[src/rtl/instruction_fetch.sv]
// ---------------------------------------------------------------------------
// instruction_fetch
//
// Fetch stage feeding the IF/ID pipeline register. Owns the program counter,
// issues word reads to a synchronous instruction memory (one-cycle read
// latency) and presents each returned word together with its PC + 4. A
// one-entry skid buffer absorbs downstream stalls; branch redirects squash
// any wrong-path fetch in flight or parked in the skid buffer.
//
// Optional feature macro: FETCH_HALT_EN
//   defined   : a delivered 32'hFFFF_FFFF word stops fetching until Reset.
//   undefined : 32'hFFFF_FFFF is an ordinary instruction, Out_Halted is 0.
//
// Ports
//   Clock            in   rising-edge clock
//   Reset            in   asynchronous, active-high reset
//   Enable           in   1 = IF/ID captures Out_* at this edge, 0 = stall
//   In_Branch        in   redirect request (sampled every edge)
//   In_BranchAddress in   redirect target, bits [1:0] forced to 00
//   Out_IMemReq      out  memory read request this cycle
//   Out_IMemAddr     out  byte address of the request (the PC register)
//   In_IMemData      in   read data, valid the cycle after a request
//   Out_Instruction  out  instruction presented downstream
//   Out_PCAdder      out  PC of the presented instruction + 4
//   Out_Valid        out  presented instruction is live
//   Out_Flush        out  squash strobe to IF/ID (mirrors In_Branch)
//   Out_Halted       out  fetch stopped on a HALT word
// ---------------------------------------------------------------------------
module instruction_fetch #(
    parameter logic [31:0] RESET_PC = 32'h0000_0000
) (
    input  logic        Clock,
    input  logic        Reset,
    input  logic        Enable,
    input  logic        In_Branch,
    input  logic [31:0] In_BranchAddress,
    output logic        Out_IMemReq,
    output logic [31:0] Out_IMemAddr,
    input  logic [31:0] In_IMemData,
    output logic [31:0] Out_Instruction,
    output logic [31:0] Out_PCAdder,
    output logic        Out_Valid,
    output logic        Out_Flush,
    output logic        Out_Halted
);

    logic [31:0] pc;
    logic        resp_valid;
    logic [31:0] resp_pc;
    logic        skid_valid;
    logic [31:0] skid_instr;
    logic [31:0] skid_pc;
    logic        halted;

    logic        pres_valid;
    logic [31:0] pres_instr;
    logic [31:0] pres_pc;
    logic        halt_now;
    logic        req;

    // The skid entry is always older than anything in flight, so it wins.
    always_comb begin
        pres_valid = 1'b0;
        pres_instr = 32'h0;
        pres_pc    = 32'h0;
        if (skid_valid) begin
            pres_valid = 1'b1;
            pres_instr = skid_instr;
            pres_pc    = skid_pc;
        end else if (resp_valid) begin
            pres_valid = 1'b1;
            pres_instr = In_IMemData;
            pres_pc    = resp_pc;
        end
    end

    // A redirect squashes whatever is being presented in the same cycle.
    assign Out_Valid       = pres_valid & ~In_Branch;
    assign Out_Instruction = Out_Valid ? pres_instr : 32'h0;
    assign Out_PCAdder     = Out_Valid ? (pres_pc + 32'd4) : 32'h0;
    assign Out_Flush       = In_Branch;
    assign Out_IMemAddr    = pc;
    assign Out_Halted      = halted;

`ifdef FETCH_HALT_EN
    assign halt_now = Out_Valid & Enable & (Out_Instruction == 32'hFFFF_FFFF);
`else
    assign halt_now = 1'b0;
`endif

    // Requests only issue while the consumer is capturing, which is what
    // keeps a single skid entry sufficient.
    assign req         = Enable & ~In_Branch & ~halted & ~halt_now & ~Reset;
    assign Out_IMemReq = req;

    always_ff @(posedge Clock or posedge Reset) begin
        if (Reset) begin
            pc         <= RESET_PC;
            resp_valid <= 1'b0;
            resp_pc    <= 32'h0;
            skid_valid <= 1'b0;
            skid_instr <= 32'h0;
            skid_pc    <= 32'h0;
            halted     <= 1'b0;
        end else if (In_Branch) begin
            pc         <= In_BranchAddress & 32'hFFFF_FFFC;
            resp_valid <= 1'b0;
            skid_valid <= 1'b0;
        end else begin
            resp_valid <= req;
            if (req) begin
                resp_pc <= pc;
                pc      <= pc + 32'd4;
            end
            if (Enable) begin
                skid_valid <= 1'b0;
            end else if (resp_valid && !skid_valid) begin
                // Memory data is only valid this one cycle; park it.
                skid_valid <= 1'b1;
                skid_instr <= In_IMemData;
                skid_pc    <= resp_pc;
            end
            if (halt_now) begin
                halted <= 1'b1;
            end
        end
    end

endmodule

[config.mk]
export PLATFORM = sky130hd
export DESIGN_NAME = instruction_fetch
export DESIGN_NICKNAME = d
export VERILOG_FILES = /design/src/rtl/instruction_fetch.sv
export SDC_FILE = /design/constraint.sdc
export NUM_CORES = 1
export LEC_CHECK = 0
export ABC_CLOCK_PERIOD_IN_PS = 5800
export CORE_ASPECT_RATIO = 1.75
export CORE_MARGIN = 5
export CORE_UTILIZATION = 55
export DETAILED_ROUTE_END_ITERATION = 8
export PLACE_DENSITY = 0.89
export SLEW_MARGIN = 5
export SYNTH_ARGS = -nofsm -noshare
export SYNTH_HDL_FRONTEND = slang
export SYNTH_SLANG_ARGS = --single-unit
export TNS_END_PERCENT = 20
[constraint.sdc]
create_clock -name Clock -period 5.8 [get_ports Clock]
set_input_delay 0.58 -clock Clock [delete_from_list [all_inputs] [get_ports Clock]]
set_output_delay 0.58 -clock Clock [all_outputs]
set_load 0.02 [all_outputs]
==> flow_summary.ini <==
[placement]
dpl.cell_count = 1049
io_buffers = 160
place_ws_ns = 1.68
hpwl_um = 14000
gp_congestion = 0.872

[floorplan]
coreArea_um2 = 12900
core.rowCount = 55
die_width_um = 96.3
boundaryPins = 168
die_h_um = 161
initial_core_util_pct = 55.7
dieArea_um2 = 15500

[clock_tree]
clk_latency_ns = 0.42
postCtsSetupBuffers = 0
cts_buffers = 17
htreeDepth = 4
cts_sinks = 124
ctsResizeCount = 0
cts_tree = built
ctsHoldBuffers = 0
cts_root_buf = clkbuf_16
cts_buffer_depth = 2
clkTransAtPathRegs_ns = 0.06

[timing]
tightest_slew_ns = 1.17
tns_ns = 0
setup_viol = 0
slew_viol_final = 0
timing.slew.headroom_pct = 21.6
fin_crit_sh_pct = 79.5
period_minus_slack_ns = 4.61
finalHoldViolCount = 0
rsz0062_at_grt = no
max_freq_mhz = 217
finalClockSkew_ns = 0.0114
final.setup.worst_slack_ns = 1.19

[worst_setup_path]
worstSetupStartpointType = register
path_max_fanout = 71
end_kind = output pin
cp.arrival_ns = 4.03
critPathKind = register to output pin
worstPathRequired_ns = 5.22

[synthesis]
synth.area.top_cells = dfrtp_1 43%, mux2_2 15%, nand2_1 4.4%
synth-edff-count = 0
syn_area_um2 = 7160
avgSynthCellArea_um2 = 9.45
synth_top_area_share_pct = 43.3
synth.largest_area_cell = dfrtp_1
yosysUniqueCellTypes = 48
ys_seq_area_share_pct = 43.3
async_flop_share_pct = 100
ys_ff_latch = 124
synth_ff_type = dfrtp_1
synthCells = 758
synth_warnings = 0

[route]
ant_nets = 0
finalWirelength_um = 21000
viasPerCell = 6.06
drtIter0Drc = 504
dr_total_vias = 6550
drc = 0
routedWlPerCell_um = 19.5
drt-pass1-iter-count = 5

[pwr]
vdd_drop_max_v = 0.000244
p_per_area_nw_per_um2 = 292
p_leak_nw = 3.73

[global_routing]
overflow = 0
grt_pass1_vias = 6591
track_usage_pct = 28.2
antenna_found_initial = 0
grt_max_degree = 79
grt_pass1_wl_um = 33900

[hold_path]
hp-class = register to register

[run]
max_cap_violations = 0

[layout]
layout_common_cells = 159 x clkdlybuf4s50_1, 122 x dfrtp_1, 93 x mux2_2
area_delta_synth_final_pct = 31.7
layout-drive-gt1-share_pct = 16.4
stdcell_count = 1081
diodes = 0
final_common_cell = clkdlybuf4s50_1
nets = 967

[run_status]
status = finished clean
==> synth_stat cells, types with 3 or more instances <==
library cell	count
a31oi_1	4
inv_1	7
nor4_1	4
buf_4	6
and2_1	7
nand2_1	83
nand3_1	47
nor2_1	52
xor2_1	24
nor3_1	15
mux2_2	93
clkbuf_1	32
o21ai_0	50
nand3b_1	5
xnor2_1	16
buf_2	12
dfrtp_1	124
nor3b_1	7
a222oi_1	3
a21oi_1	37
nor2b_1	5
a22oi_1	21
nand4_1	18
and3_1	36
buf_1	5
nand4b_1	17
==> routing by layer <==
layer	vias up	global-route usage (%)	share of wire (%)	wire (um)
met5	-	0	0	0
met4	0	13.9	4.4	923
met3	68	8.29	7.6	1600
met2	308	47.2	52	10900
met1	3174	32.1	36	7610
li1	3000	-	-	-
==> cell families after synthesis <==
kind of cell / count (synthesis) / synth area share (%)
xor gates and xnor gates: 40 / 4.89
and+or+nand+nor: 307 / 22.2
muxes: 95 / 14.9
DFF: 124 / 43.3
other: 1 / 0.0524
adders and majority gates: 2 / 0.349
AOI/OAI and AO/OA: 126 / 10.4
buffers and inverters: 63 / 3.93
==> where the power goes <==
group | total, mW | switching (mW) | internal [mW]
Combinational | 0.455 | 0.199 | 0.255
Clock | 1.04 | 0.400 | 0.645
Sequential | 1.25 | 0.198 | 1.05
Total | 2.75 | 0.797 | 1.95
==> final timing paths <==
kind | to | cells after the start | from | slack (ns)
worst max-delay path | Out_PCAdder[28] | 7 | skid_valid | 1.19
worst min-delay path | skid_instr[14] | 1 | skid_instr[14] | 0.51
worst max register to register | skid_pc[22] | 5 | skid_valid | 2.61
worst min register to register | skid_instr[14] | 1 | skid_instr[14] | 0.51
max in group asynchronous | Out_IMemAddr[21] | 3 | Reset | 3.76
min in group asynchronous | skid_instr[31] | 2 | Reset | 0.85
==> worst max-delay path, cell delays in order (launching register included) <==
cell and delay [ns]:
dfrtp_4 0.88, buf_4 0.52, nand3_1 0.17, a222oi_1 0.66, nand3_1 0.19, o31a_1 0.34
nor3_1 0.18, clkdlybuf4s50_1 0.64
==> sequential cells by signal, indices dropped and copies added, names as in the netlist <==
register and cells:
Out_IMemAddr 30, resp_pc 30, resp_valid 1, skid_instr 32, skid_pc 30, skid_valid 1
==> metrics by stage <==
stage | total power [mW] | hold slack, ns | cell area, um^2 | utilization, %
2_1_floorplan | 1.49 | 0.481 | 7180 | -
3_3_place_gp | 1.66 | 0.489 | 8840 | 68.7
3_5_place_dp | 1.70 | 0.497 | 8840 | 68.7
4_1_cts | 2.76 | 0.513 | 9430 | 73.3
5_1_grt | 2.86 | 0.526 | 9430 | 73.3
6_report | 2.75 | 0.509 | 9430 | 73.3
==> cell type report <==
type	count	area (um^2)
fill	893	3440
timing repair buffer	172	1690
inverter	7	28.8
multi-input combinational	575	3800
tap	171	214
clock inverter	13	145
sequential	124	3110
clock buffer	19	443
No activity file was read; power rests on OpenSTA's default activity.
